File: src/rtl/comp_mac_pkg.sv
// comp_mac_pkg: shared definitions for the comp_mac multiply/accumulate engine.
//   state_t  - burst FSM encodings (ST_IDLE / ST_ACC)
//   MODE_*   - i_mode encodings
//   ctl_t    - per-beat control word carried down the pipeline next to the data
//   acc_width() - default accumulator width for a given operand width
package comp_mac_pkg;

    typedef enum logic {
        ST_IDLE = 1'b0,
        ST_ACC  = 1'b1
    } state_t;

    localparam logic MODE_MUL = 1'b0;
    localparam logic MODE_ACC = 1'b1;

    // valid: a beat occupies this stage
    // first: beat opens a burst (accumulator restarts from its product)
    // emit : beat closes a burst (result goes to the output register)
    typedef struct packed {
        logic valid;
        logic first;
        logic emit;
    } ctl_t;

    // Full product plus four guard bits, so short bursts never wrap.
    function automatic int acc_width(input int size);
        return 2 * size + 4;
    endfunction

endpackage

File: src/rtl/comp_mac_if.sv
// comp_mac_if: stream bundle for comp_mac.
//   Operand side : i_valid, o_ready, i_param, i_param_2, i_mode, i_last
//   Result side  : o_param, o_ovf, dv, i_ready
//   master: producer/consumer (testbench or surrounding datapath)
//   slave : the comp_mac engine
interface comp_mac_if #(
    parameter int p_size  = 8,
    parameter int p_lanes = 2,
    parameter int p_acc_w = 2 * p_size + 4
);
    logic                       i_valid;
    logic                       o_ready;
    logic [p_lanes*p_size-1:0]  i_param;
    logic [p_lanes*p_size-1:0]  i_param_2;
    logic                       i_mode;
    logic                       i_last;
    logic [p_lanes*p_acc_w-1:0] o_param;
    logic [p_lanes-1:0]         o_ovf;
    logic                       dv;
    logic                       i_ready;

    modport master (
        output i_valid, i_param, i_param_2, i_mode, i_last, i_ready,
        input  o_ready, o_param, o_ovf, dv
    );

    modport slave (
        input  i_valid, i_param, i_param_2, i_mode, i_last, i_ready,
        output o_ready, o_param, o_ovf, dv
    );
endinterface

File: src/rtl/comp_mac_lane.sv
// comp_mac_lane: one datapath lane of comp_mac.
//   Multiplier pipeline (p_lat-1 product registers) followed by the final stage
//   holding the running accumulator, the sticky overflow flag and the result
//   register. Control (fin_*) arrives already aligned with prod_fin.
// Ports:
//   clk, rst            clock, asynchronous active-high reset
//   adv                 pipeline advance (0 = hold everything)
//   a, b                lane operands of the beat being accepted
//   fin_valid/first/emit control word of the beat in the final stage
//   result, ovf         registered lane result and its overflow flag
// Optional: COMP_MAC_SATURATE_EN clamps the accumulator to all-ones after overflow.
module comp_mac_lane
    import comp_mac_pkg::*;
#(
    parameter int p_size  = 8,
    parameter int p_acc_w = acc_width(p_size),
    parameter int p_lat   = 2
) (
    input  logic               clk,
    input  logic               rst,
    input  logic               adv,
    input  logic [p_size-1:0]  a,
    input  logic [p_size-1:0]  b,
    input  logic               fin_valid,
    input  logic               fin_first,
    input  logic               fin_emit,
    output logic [p_acc_w-1:0] result,
    output logic               ovf
);
    logic [2*p_size-1:0] prod_in;
    logic [2*p_size-1:0] prod_fin;

    assign prod_in = (2*p_size)'(a) * (2*p_size)'(b);

    generate
        if (p_lat > 1) begin : g_pipe
            logic [2*p_size-1:0] prod_pipe [p_lat-1];

            always_ff @(posedge clk or posedge rst) begin
                if (rst) begin
                    for (int i = 0; i < p_lat - 1; i++) prod_pipe[i] <= '0;
                end else if (adv) begin
                    prod_pipe[0] <= prod_in;
                    for (int i = 1; i < p_lat - 1; i++) prod_pipe[i] <= prod_pipe[i-1];
                end
            end

            assign prod_fin = prod_pipe[p_lat-2];
        end else begin : g_nopipe
            assign prod_fin = prod_in;
        end
    endgenerate

    logic [p_acc_w-1:0] acc_reg, acc_next, base;
    logic [p_acc_w:0]   sum;
    logic               ovf_reg, ovf_next;
    logic [p_acc_w-1:0] result_reg;
    logic               ovf_out_reg;

    always_comb begin
        // A burst-opening beat ignores whatever the accumulator holds.
        base     = fin_first ? '0 : acc_reg;
        sum      = {1'b0, base} + (p_acc_w+1)'(prod_fin);
        ovf_next = (~fin_first & ovf_reg) | sum[p_acc_w];
`ifdef COMP_MAC_SATURATE_EN
        // Sticky flag keeps the lane pinned at all-ones until the burst closes.
        acc_next = ovf_next ? '1 : sum[p_acc_w-1:0];
`else
        acc_next = sum[p_acc_w-1:0];
`endif
    end

    always_ff @(posedge clk or posedge rst) begin
        if (rst) begin
            acc_reg     <= '0;
            ovf_reg     <= 1'b0;
            result_reg  <= '0;
            ovf_out_reg <= 1'b0;
        end else if (adv && fin_valid) begin
            if (fin_emit) begin
                result_reg  <= acc_next;
                ovf_out_reg <= ovf_next;
                acc_reg     <= '0;
                ovf_reg     <= 1'b0;
            end else begin
                acc_reg <= acc_next;
                ovf_reg <= ovf_next;
            end
        end
    end

    assign result = result_reg;
    assign ovf    = ovf_out_reg;

endmodule

File: src/rtl/comp_mac.sv
// comp_mac: multi-lane pipelined unsigned multiply / multiply-accumulate engine.
//   One operand stream in (valid/ready), one result stream out (dv/i_ready).
//   The burst FSM, handshake and stall logic live here; arithmetic is in
//   comp_mac_lane, instantiated p_lanes times.
// Ports:
//   clk  clock
//   rst  asynchronous active-high reset
//   ena  global enable, 0 freezes all state
//   bus  comp_mac_if.slave (operands, mode/last, results, overflow, handshakes)
// Optional: COMP_MAC_SATURATE_EN (see comp_mac_lane) selects saturating accumulation.
module comp_mac
    import comp_mac_pkg::*;
#(
    parameter int p_size  = 8,
    parameter int p_lanes = 2,
    parameter int p_acc_w = acc_width(p_size),
    parameter int p_lat   = 2
) (
    input  logic     clk,
    input  logic     rst,
    input  logic     ena,
    comp_mac_if.slave bus
);
    state_t state_reg, state_next;
    ctl_t   ctl_in, ctl_fin;
    logic   stall, adv, accept;
    logic   dv_reg;

    logic [p_lanes*p_acc_w-1:0] result_all;
    logic [p_lanes-1:0]         ovf_all;

    // A presented but unconsumed result freezes the whole pipeline.
    assign stall       = dv_reg & ~bus.i_ready;
    assign adv         = ena & ~stall;
    assign bus.o_ready = adv & ~rst;
    assign accept      = bus.i_valid & bus.o_ready;

    always_ff @(posedge clk or posedge rst) begin
        if (rst) state_reg <= ST_IDLE;
        else     state_reg <= state_next;
    end

    always_comb begin
        state_next   = state_reg;
        ctl_in       = '0;
        ctl_in.valid = accept;
        if (accept) begin
            case (state_reg)
                ST_IDLE: begin
                    ctl_in.first = 1'b1;
                    if (bus.i_mode == MODE_ACC && !bus.i_last) state_next = ST_ACC;
                    else                                       ctl_in.emit = 1'b1;
                end
                ST_ACC: begin
                    // Mode is ignored mid-burst; only i_last closes it.
                    if (bus.i_last) begin
                        ctl_in.emit = 1'b1;
                        state_next  = ST_IDLE;
                    end
                end
                default: state_next = ST_IDLE;
            endcase
        end
    end

    // Control word travels alongside the product registers in the lanes.
    generate
        if (p_lat > 1) begin : g_ctl
            ctl_t ctl_pipe [p_lat-1];

            always_ff @(posedge clk or posedge rst) begin
                if (rst) begin
                    for (int i = 0; i < p_lat - 1; i++) ctl_pipe[i] <= '0;
                end else if (adv) begin
                    ctl_pipe[0] <= ctl_in;
                    for (int i = 1; i < p_lat - 1; i++) ctl_pipe[i] <= ctl_pipe[i-1];
                end
            end

            assign ctl_fin = ctl_pipe[p_lat-2];
        end else begin : g_ctl_comb
            assign ctl_fin = ctl_in;
        end
    endgenerate

    always_ff @(posedge clk or posedge rst) begin
        if (rst)      dv_reg <= 1'b0;
        else if (adv) dv_reg <= ctl_fin.valid & ctl_fin.emit;
    end

    for (genvar gi = 0; gi < p_lanes; gi++) begin : g_lane
        comp_mac_lane #(
            .p_size  (p_size),
            .p_acc_w (p_acc_w),
            .p_lat   (p_lat)
        ) u_lane (
            .clk       (clk),
            .rst       (rst),
            .adv       (adv),
            .a         (bus.i_param[gi*p_size +: p_size]),
            .b         (bus.i_param_2[gi*p_size +: p_size]),
            .fin_valid (ctl_fin.valid),
            .fin_first (ctl_fin.first),
            .fin_emit  (ctl_fin.emit),
            .result    (result_all[gi*p_acc_w +: p_acc_w]),
            .ovf       (ovf_all[gi])
        );
    end

    assign bus.o_param = result_all;
    assign bus.o_ovf   = ovf_all;
    assign bus.dv      = dv_reg;

endmodule

File: src/flat_wrapper.sv
// flat-port wrapper written by rule: the top's interface ports become plain ports
module comp_mac_flat import comp_mac_pkg::*;
#(
    parameter int p_size  = 8,
    parameter int p_lanes = 2,
    parameter int p_acc_w = acc_width(p_size),
    parameter int p_lat   = 2
)
  (clk, rst, ena, bus_i_valid, bus_i_param, bus_i_param_2, bus_i_mode, bus_i_last, bus_i_ready, bus_o_ready, bus_o_param, bus_o_ovf, bus_dv);
  comp_mac_if #(.p_size(p_size), .p_lanes(p_lanes), .p_acc_w(p_acc_w)) bus_i ();
  input  logic clk;
  input  logic rst;
  input  logic ena;
  input wire logic [$bits(bus_i.i_valid)-1:0] bus_i_valid;
  input wire logic [$bits(bus_i.i_param)-1:0] bus_i_param;
  input wire logic [$bits(bus_i.i_param_2)-1:0] bus_i_param_2;
  input wire logic [$bits(bus_i.i_mode)-1:0] bus_i_mode;
  input wire logic [$bits(bus_i.i_last)-1:0] bus_i_last;
  input wire logic [$bits(bus_i.i_ready)-1:0] bus_i_ready;
  output wire logic [$bits(bus_i.o_ready)-1:0] bus_o_ready;
  output wire logic [$bits(bus_i.o_param)-1:0] bus_o_param;
  output wire logic [$bits(bus_i.o_ovf)-1:0] bus_o_ovf;
  output wire logic [$bits(bus_i.dv)-1:0] bus_dv;
  assign bus_i.i_valid = bus_i_valid;
  assign bus_i.i_param = bus_i_param;
  assign bus_i.i_param_2 = bus_i_param_2;
  assign bus_i.i_mode = bus_i_mode;
  assign bus_i.i_last = bus_i_last;
  assign bus_i.i_ready = bus_i_ready;
  assign bus_o_ready = bus_i.o_ready;
  assign bus_o_param = bus_i.o_param;
  assign bus_o_ovf = bus_i.o_ovf;
  assign bus_dv = bus_i.dv;
  comp_mac #(.p_size(p_size), .p_lanes(p_lanes), .p_acc_w(p_acc_w), .p_lat(p_lat)) u_core (.clk(clk), .rst(rst), .ena(ena), .bus(bus_i));
endmodule
File: config.mk
export PLATFORM = sky130hd
export DESIGN_NAME = comp_mac_flat
export DESIGN_NICKNAME = d
export VERILOG_FILES = /design/src/rtl/comp_mac_pkg.sv /design/src/rtl/comp_mac_if.sv /design/src/rtl/comp_mac_lane.sv /design/src/rtl/comp_mac.sv /design/src/flat_wrapper.sv
export SDC_FILE = /design/constraint.sdc
export NUM_CORES = 1
export LEC_CHECK = 0
export CORE_MARGIN = 2
export CORE_UTILIZATION = 45
export CTS_BUF_LIST = sky130_fd_sc_hd__clkbuf_4 sky130_fd_sc_hd__clkbuf_8
export DETAILED_ROUTE_END_ITERATION = 6
export PLACE_DENSITY = 0.67
export SYNTH_ARGS = -nofsm -noshare
export SYNTH_HDL_FRONTEND = slang
export SYNTH_SLANG_ARGS = --single-unit
File: constraint.sdc
create_clock -name clk -period 4.03 [get_ports clk]
set_input_delay 0.806 -clock clk [delete_from_list [all_inputs] [get_ports clk]]
set_output_delay 0.806 -clock clk [all_outputs]
set_load 0.03 [all_outputs]
==> run metrics, run 1 <==
status complete, but fails checks; violated checks setup timing; first-pass iteration count of the detailed router 5; Final Setup Violations 5; Yosys top cell by area dfrtp_1; FF-to-FF Start u_core.ctl_fin[1]$_DFFE_PP0P_; power per cell area 670 nW/um^2; Filler Cell Count 2157; Post-DRT Antenna Nets 0; RSZ-0062 raised after global routing yes; CTS Sinks 121; Layout Nets 1586; Crit. End Element flip-flop; register area share after synthesis 28.2%; Hold EP u_core.g_lane[0].u_lane.acc_reg[1]$_DFFE_PP0P_; R2R Setup Slk 810 ps; IO buf count 82; Routed WL 23900 um; die height 158 um; FMAX 246 MHz; DR iter-0 viols 359; post-synthesis cell type count 66; post-synthesis cell area 10700 sq um; most frequent cell after synthesis nand2_1; Async SR Flop Fraction 100%; CP Class in -> reg; Via-to-Cell Ratio 5.04; total core area 23500 sq um; worst r2r path cells 10; CTS tree yes; Layout Skew 15.3 ps; number of antenna diodes 0; I/O Pins 83; Max FO, Critical Path 6; Slew HR 37.3%; R2R Path End u_core.g_lane[1].u_lane.acc_reg[14]$_DFFE_PP0P_; min-delay worst type reg -> reg; max-slew violations 0; layout cells sized above 1 19.9%; Total Power 9.04 mW; GPL Wtd Cong 0.868; Gate Count Post-Synth 1193; Post-DP HPWL 18700 um; via count 8581; Max-cap violations 0; # DRC 0; Total Negative Setup Slacks -60.6 ps; initial core utilization 45.7%; Data required, critical path 4330 ps; Worst Setup Start Kind primary input; Synth Register Bits 121; slew of the pin with the lowest slew margin 940 ps; CTS Root Cell clkbuf_8; Final Critical Period 4070 ps; GRT Util Overall 20.2%; top-area cell type share of the netlist area 28.2%; worst skew pair latency 440 ps; initial antenna violation count 1; vias in the first global route 8501; Worst VDD drop 0.285 mV; die area 25100 sq um; first-pass GRT wire length 41200 um; final setup margin -35.9 ps; Syn Area/Cell 9.00 sq um; Avg WL per Cell 14.0 um; hold_sp u_core.g_lane[0].u_lane.acc_reg[1]$_DFFE_PP0P_; leakage power 6.53 nW; Die W 158 um; Clock Path Buffers 2; Final period util 101%; H-tree depth 4; largest cells by area after synthesis dfrtp_1, fa_1, ha_1; Post-synth EDFFs 0; gr ovfl total 0; CP arrival 4360 ps; CTS clock-pin slew for the worst setup and hold paths 70 ps; Fin. Hold Viols 0; warning count from the yosys run 0; Most used DFF post-synth dfrtp_1; Layout area overhead 25.7%; Num CTS Buffers 17; Synthesized Nets 1410; FP Rows 56; hold depth 2; largest net degree at the start of global routing 122; worst hold slack 463 ps; top cells by count, synth nand2_1, dfrtp_1, inv_1
==> power breakdown <==
group / switching (mW) / leakage [nW] / internal [mW]
clock: 0.518 / 0.243 / 0.821
combinational: 3.08 / 4.75 / 2.62
sequential: 0.303 / 1.54 / 1.69
total: 3.90 / 6.53 / 5.13
==> worst max path at each step <==
stage,start,to
detailed placement,bus_i_param_2[11],u_core.g_lane[1].u_lane.g_pipe.prod_pipe[15]$_DFFE_PP0P_
finish,bus_i_param[1],u_core.g_lane[0].u_lane.g_pipe.prod_pipe[14]$_DFFE_PP0P_
CTS,bus_i_param[11],u_core.g_lane[1].u_lane.g_pipe.prod_pipe[14]$_DFFE_PP0P_
global route,bus_i_param[1],u_core.g_lane[0].u_lane.g_pipe.prod_pipe[14]$_DFFE_PP0P_
floorplan,bus_i_param_2[4],u_core.g_lane[0].u_lane.g_pipe.prod_pipe[14]$_DFFE_PP0P_
global placement,bus_i_param_2[12],u_core.g_lane[1].u_lane.g_pipe.prod_pipe[13]$_DFFE_PP0P_
==> cell families after synthesis <==
| family | share of synthesized area (%) |
|---|---|
| compound gates | 16.0 |
| xor+xnor | 3.92 |
| fa+ha+maj | 25.9 |
| buf+inv | 5.50 |
| flops | 28.2 |
| mux | 0.315 |
| simple gates | 20.1 |
==> stage by stage <==
| step | cell area (sq um) | setup slack (ps) | instances | util [%] |
|---|---|---|---|---|
| 6_report | 13500 | -35.9 | 1701 | 57.5 |
| 3_5_place_dp | 12800 | -1030 | 1661 | 54.5 |
| 4_1_cts | 13300 | -32.4 | 1697 | 56.8 |
| 5_1_grt | 13500 | -204 | 1701 | 57.5 |
| 2_1_floorplan | 10900 | -236 | 1193 | - |
| 3_3_place_gp | 12800 | -979 | 1661 | 54.5 |
==> layout make-up <==
type | count | area (sq um) | share of cell area, %
tap | 319 | 399 | 2.96
clock buffer | 18 | 248 | 1.84
timing repair buffer | 194 | 1680 | 12.4
inverter | 109 | 413 | 3.06
multi-input combinational | 926 | 7490 | 55.5
clock inverter | 14 | 245 | 1.82
sequential | 121 | 3030 | 22.4
==> cells in the final DEF (no fill, tap or decap), types with 11 or more instances in the layout <==
cell,instances
a21oi_1,40
a21oi_2,11
and2_1,82
and2_4,23
buf_4,113
buf_6,12
clkbuf_8,18
clkdlybuf4s50_1,50
dfrtp_1,121
fa_1,68
ha_1,95
inv_1,102
nand2_1,181
nand2b_1,13
nand3_1,15
nor2_1,35
nor2b_1,39
o21ai_0,77
o21ai_1,13
o31ai_1,24
xnor2_1,32
xor2_1,16
==> what timing repair did <==
action / 4_1_cts / 5_1_grt
pin swaps: 49 / 34
setup endpoints to repair: 20 / 14
gates cloned: 0 / 0
hold buffers: 0 / 0
buffers inserted: 4 / 5
gates resized for setup: 158 / 44
==> layer usage <==
metal	vias up	track usage, %	share of wire, %
li1	4355	-	-
met1	4062	30.1	51
met2	142	31.3	44
met3	20	2.31	2.9
met5	-	0	0.054
met4	2	5.19	1.2
==> worst max-delay path, cell delays in order <==
cell	delay [ps]
buf_8	100
and2_4	150
fa_2	380
fa_1	500
inv_2	40
fa_1	450
fa_1	510
inv_2	50
ha_4	230
and2_4	160
a22o_4	230
o31ai_4	250
nor2_1	90
a211oi_2	170
xor2_1	180
o21ai_1	70
Note: power is estimated with default switching activity, not from simulation.
==> inputs of run 2 (changes only) <==
Settings changed: PLACE_DENSITY 0.67 to 0.63, SKIP_CTS_REPAIR_TIMING set to 1, SYNTH_HIERARCHICAL set to 1.
==> run metrics, run 2 <==
Layout Nets 1631 (+2.8%); CP arrival 4420 ps (+60 ps); commonest non-fill, non-tap cell in the layout nand2_1; top-area cell type share of the netlist area 27.1% (-1.1 points); CTS clock-pin slew for the worst setup and hold paths 70 ps (about the same); CTS Sinks 121 (unchanged); Layout area overhead 25.0%; Fin. Hold Viols 0 (unchanged); CTS Root Cell clkbuf_8; switching part of the total 44.7% (+1.5 points); layout cells sized above 1 19.8% (-0.11 points); first-pass GRT wire length 44200 um (+7.4%); initial antenna violation count 0 (-1); Syn Area/Cell 8.97 sq um (-0.36%); largest cells by area after synthesis dfrtp_1, fa_1, ha_1; warning count from the yosys run 6 (+6); most frequent cells in the layout nand2_1, dfrtp_1, inv_1, buf_4, and2_1; final setup margin -49.4 ps (-13.5 ps); Avg WL per Cell 14.8 um (+5.5%); largest family of logic cells by synthesized area adder cells; xor and xnor area share after synthesis 2.20% (-1.7 points); Routed WL 25900 um (+8.5%); Total Negative Setup Slacks -104 ps (-43.4 ps); largest net degree at the start of global routing 49 (-60%); register area share after synthesis 27.1% (-1.1 points); Crit. End Element flip-flop; DR iter-0 viols 448 (+25%); post-synthesis cell area 11200 sq um (+4.1%); Final Critical Period 4080 ps (+13.5 ps); Final Setup Violations 4 (-1); Seq pwr share 21.9% (-0.2 points); leakage power 6.76 nW (+3.5%); IO buf count 82 (unchanged); Gate Count Post-Synth 1246 (+4.4%); Die W 162 um (+2.0%); I/O Pins 83 (unchanged); top cells by count, synth nand2_1, inv_1, dfrtp_1; initial core utilization 45.9% (+0.20 points); total core area 24300 sq um (+3.6%); Num CTS Buffers 17 (unchanged); Most used DFF post-synth dfrtp_1; H-tree depth 4 (unchanged); vias in the first global route 9064 (+6.6%); Final period util 101% (+0.34 points); Total Power 9.42 mW (+4.2%); die area 26100 sq um (+4.0%); via count 9223 (+7.5%); Slew HR 33.2% (-4.1 points); GPL Wtd Cong 0.864 (-0.50%); Post-synth EDFFs 0 (unchanged); Simple-Gate Fraction of Synth Area 21.2% (+1.1 points); Via-to-Cell Ratio 5.27 (+4.5%); max-slew violations 0 (unchanged); first-pass iteration count of the detailed router 5 (unchanged); post-synthesis cell type count 77 (+17%); violated checks setup timing; GRT Util Overall 20.5% (+0.33 points); RSZ-0062 raised after global routing yes; # DRC 0 (unchanged); combinational cell fraction of total power 66.0% (+2.9 points); portion of netlist area occupied by mux cells 2.04% (+1.7 points); slew of the pin with the lowest slew margin 1000 ps (+59.8 ps); worst hold slack 472 ps (+9.03 ps); Internal Pwr Total 5.21 mW (+1.5%); Worst Setup Start Kind primary input; Clk network pwr share 12.1% (-2.7 points); FMAX 245 MHz (-0.33%); die height 162 um (+2.0%); CP Class in -> reg; worst slack, placed -972 ps (+58.1 ps); Synthesized Nets 1463 (+3.8%); most frequent cell after synthesis nand2_1; min-delay worst type reg -> reg; Post-DP Area 13300 sq um (+3.8%); Layout Skew 8.89 ps (-6.43 ps); share of synthesized cell area in full adder, half adder and majority cells 24.9% (-1.0 points); fin area 14000 sq um (+3.5%); Post-DRT Antenna Nets 0 (unchanged); FP Rows 57 (+1.8%); Yosys top cell by area dfrtp_1; Clock Path Buffers 2 (unchanged); Synth Register Bits 121 (unchanged); Max-cap violations 0 (unchanged); number of antenna diodes 0 (unchanged); compound-cell area share of the yosys netlist 16.7% (+0.71 points); Worst VDD drop 0.272 mV (-4.5%); Max FO, Critical Path 6 (unchanged); power per cell area 674 nW/um^2 (+0.68%); gr ovfl total 0 (unchanged); Post-DP HPWL 20000 um (+6.8%); Data required, critical path 4370 ps (+40 ps); Switching Power 4.21 mW (+7.8%); status complete, but fails checks; worst skew pair latency 450 ps (about the same); CTS tree yes; Async SR Flop Fraction 100% (unchanged)
[run 2: logic make-up (layout without fill, tap and decap cells)]
family,Yosys count,count (layout)
adders and majority gates,178,178
AOI/OAI and AO/OA,275,275
buffers and inverters,171,350
and+or+nand+nor,453,453
xor gates and xnor gates,28,28
DFF,121,121
muxes,20,20
[run 2: per-stage QoR]
stage / cells / utilization [%]
5_1_grt: 1749 / 57.4
3_5_place_dp: 1717 / 54.6
4_1_cts: 1747 / 56.3
2_1_floorplan: 1246 / -
6_report: 1749 / 57.4
3_3_place_gp: 1717 / 54.6
[run 2: final cells by class]
type	count	area [sq um]
clock buffers	22	290
clock inverters	8	120
fillers	2180	10400
inverters	133	499
multi-input cells	954	7980
flip-flops and latches	121	3030
well taps	324	405
repair buffers	187	1640
[run 2: worst max-delay path, cell delays in order]
cell	delay, ps
clkbuf_2	130
and2_4	180
fa_1	510
fa_1	510
fa_1	510
inv_1	50
fa_1	510
inv_2	50
ha_4	150
or3_4	320
o21a_1	220
a21o_1	160
a221o_1	310
[run 2: metal layers]
metal | GRT usage (%) | up-vias | part of all wire [%] | routed length (um)
met5 | 0 | - | 0 | 0
met4 | 5.32 | 0 | 1.3 | 331
met3 | 2.44 | 23 | 2.8 | 738
met2 | 32.6 | 175 | 45 | 11800
met1 | 29.8 | 4414 | 50 | 13100
li1 | - | 4611 | - | -
[run 2: power by group through the flow]
| stage | clock network, mW | registers (mW) | logic, mW |
|---|---|---|---|
| global placement | 0 | 2.06 | 5.83 |
| floorplan | 0 | 2.33 | 3.79 |
| global route | 1.22 | 2.12 | 6.94 |
| CTS | 1.17 | 2.06 | 5.96 |
| finish | 1.14 | 2.06 | 6.22 |
| detailed placement | 0 | 2.07 | 5.90 |
[run 2: final timing paths]
| check | start | slack [ps] | to | cells after the start |
|---|---|---|---|---|
| max | bus_i_param[12] | -50 | u_core/g_lane[1].u_lane/g_pipe.prod_pipe[11]$_DFFE_PP0P_ | 13 |
| min | u_core/g_lane[0].u_lane/result[1]$_DFFE_PP0P_ | 470 | u_core/g_lane[0].u_lane/result[1]$_DFFE_PP0P_ | 2 |
| max reg2reg | u_core/ctl_fin[1]$_DFFE_PP0P_ | 730 | u_core/g_lane[1].u_lane/acc_reg[15]$_DFFE_PP0P_ | 9 |
| min reg2reg | u_core/g_lane[0].u_lane/result[1]$_DFFE_PP0P_ | 470 | u_core/g_lane[0].u_lane/result[1]$_DFFE_PP0P_ | 2 |
| max in group asynchronous | rst | 2330 | u_core/g_lane[0].u_lane/g_pipe.prod_pipe[2]$_DFFE_PP0P_ | 3 |
| min in group asynchronous | rst | 680 | u_core/ctl_fin[2]$_DFFE_PP0P_ | 2 |
==> inputs of run 3 (changes only) <==
Settings changed: CORE_MARGIN 2 to 4.
==> run metrics, run 3 (synthesis results as in run 2) <==
Max-cap violations 0 (unchanged); largest net degree at the start of global routing 34 (-31%); vias in the first global route 9227 (+1.8%); number of antenna diodes 0 (unchanged); Worst VDD drop 0.301 mV (+11%); Final Critical Period 4130 ps (+51.0 ps); CTS tree yes; CTS Sinks 121 (unchanged); layout cells sized above 1 20.2% (+0.45 points); # DRC 0 (unchanged); DR iter-0 viols 412 (-8.0%); worst hold slack 475 ps (+3.17 ps); Worst Setup Start Kind primary input; H-tree depth 4 (unchanged); Final Setup Violations 6 (+2); most frequent cells in the layout nand2_1, dfrtp_1, inv_1, buf_4, and2_1; slew of the pin with the lowest slew margin 632 ps (-368 ps); fin area 13900 sq um (-0.41%); FP Rows 57 (unchanged); die area 27400 sq um (+5.0%); violated checks setup timing; CP Class in -> reg; CTS Root Cell clkbuf_8; Clock Path Buffers 2 (unchanged); initial antenna violation count 0 (unchanged); FMAX 242 MHz (-1.2%); gr ovfl total 0 (unchanged); die height 166 um (+2.5%); first-pass GRT wire length 45100 um (+2.0%); CP arrival 4440 ps (+20 ps); CTS clock-pin slew for the worst setup and hold paths 80 ps (about the same); min-delay worst type reg -> reg; Filler Cell Count 2245 (+3.0%); status complete, but fails checks; commonest non-fill, non-tap cell in the layout nand2_1; worst slack, placed -1010 ps (-34.4 ps); IO buf count 82 (unchanged); GPL Wtd Cong 0.882 (+2.1%); total core area 24400 sq um (+0.29%); leakage power 6.71 nW (-0.75%); first-pass iteration count of the detailed router 5 (unchanged); Num CTS Buffers 17 (unchanged); power per cell area 676 nW/um^2 (+0.26%); final setup margin -100 ps (-51.0 ps); Layout area overhead 24.5%; Final period util 102% (+1.3 points); Avg WL per Cell 15.0 um (+1.5%); max-slew violations 0 (unchanged); initial core utilization 45.8% (-0.13 points); Via-to-Cell Ratio 5.27 (about the same); GRT Util Overall 19.9% (-0.63 points); worst skew pair latency 440 ps (about the same); I/O Pins 83 (unchanged); Post-DP Area 13300 sq um (about the same); Data required, critical path 4340 ps (-30 ps); Die W 166 um (+2.5%); RSZ-0062 raised after global routing yes; Slew HR 57.6% (+24 points); Post-DRT Antenna Nets 0 (unchanged); via count 9237 (+0.15%); Fin. Hold Viols 0 (unchanged); Post-DP HPWL 20600 um (+2.9%); Crit. End Element flip-flop; Layout Skew 16.5 ps (+7.66 ps); Routed WL 26300 um (+1.6%); Max FO, Critical Path 6 (unchanged); Layout Nets 1632 (+0.061%); Total Power 9.40 mW (-0.15%)
## run 3: cell types whose count changed in the layout (fill, tap and decap cells not counted), sizes merged
cell	delta
buf	+3
bufinv	-1
clkbuf	-2
clkinvlp	+1
dlymetal6s2s	-4
inv	+6
## run 3: critical path: stages
cell,delay [ps]
buf_6,90
buf_6,120
and2_4,130
fa_1,460
fa_1,490
fa_1,520
inv_1,50
fa_1,510
inv_2,50
ha_4,160
or3_4,380
o21a_4,220
a21o_1,150
a221o_1,310
## run 3: worst paths after layout
path                                                               start                                                        to  slack, ps  depth (start not counted)
setup / recovery                                       bus_i_param_2[12]  u_core/g_lane[1].u_lane/g_pipe.prod_pipe[11]$_DFFE_PP0P_       -100                         14
hold / removal             u_core/g_lane[0].u_lane/result[0]$_DFFE_PP0P_             u_core/g_lane[0].u_lane/result[0]$_DFFE_PP0P_        480                          2
setup reg to reg                           u_core/ctl_fin[1]$_DFFE_PP0P_           u_core/g_lane[0].u_lane/acc_reg[11]$_DFFE_PP0P_        900                          9
hold reg to reg            u_core/g_lane[0].u_lane/result[0]$_DFFE_PP0P_             u_core/g_lane[0].u_lane/result[0]$_DFFE_PP0P_        480                          2
max in group asynchronous                                            rst               u_core/g_lane[0].u_lane/ovf_reg$_DFFE_PP0P_       2330                          3
min in group asynchronous                                            rst                                 u_core/bus.dv$_DFFE_PP0P_        720                          2
## run 3: routing by layer
metal / share of wire (%) / routed length [um] / GRT usage (%) / vias up
met5: 0 / 0 / 0 / -
met4: 0.98 / 257 / 4.35 / 0
met3: 4.1 / 1090 / 2.08 / 20
met2: 45 / 11800 / 31.3 / 196
met1: 50 / 13200 / 29.7 / 4394
li1: - / - / - / 4627
## run 3: cell type report
| cell class | instances | area (sq um) | share of cell area (%) |
|---|---|---|---|
| Multi-Input combinational cell | 954 | 7960 | 57.2 |
| Sequential cell | 121 | 3030 | 21.8 |
| Timing Repair Buffer | 188 | 1610 | 11.6 |
| Inverter | 133 | 499 | 3.59 |
| Tap cell | 324 | 405 | 2.91 |
| Clock buffer | 18 | 241 | 1.74 |
| Clock inverter | 14 | 164 | 1.18 |
## run 3: through the flow
stage	std cells	TNS [ps]	util (%)
CTS	1750	-7430	56.1
global placement	1718	-16010	54.5
finish	1752	-296	57.0
global route	1752	-1250	57.0
detailed placement	1718	-17270	54.5
floorplan	1246	-1560	-
## run 3: power breakdown
group	internal, mW	switching [mW]
Combinational	2.83	3.41
Clock	0.573	0.556
Sequential	1.71	0.330
Total	5.11	4.29
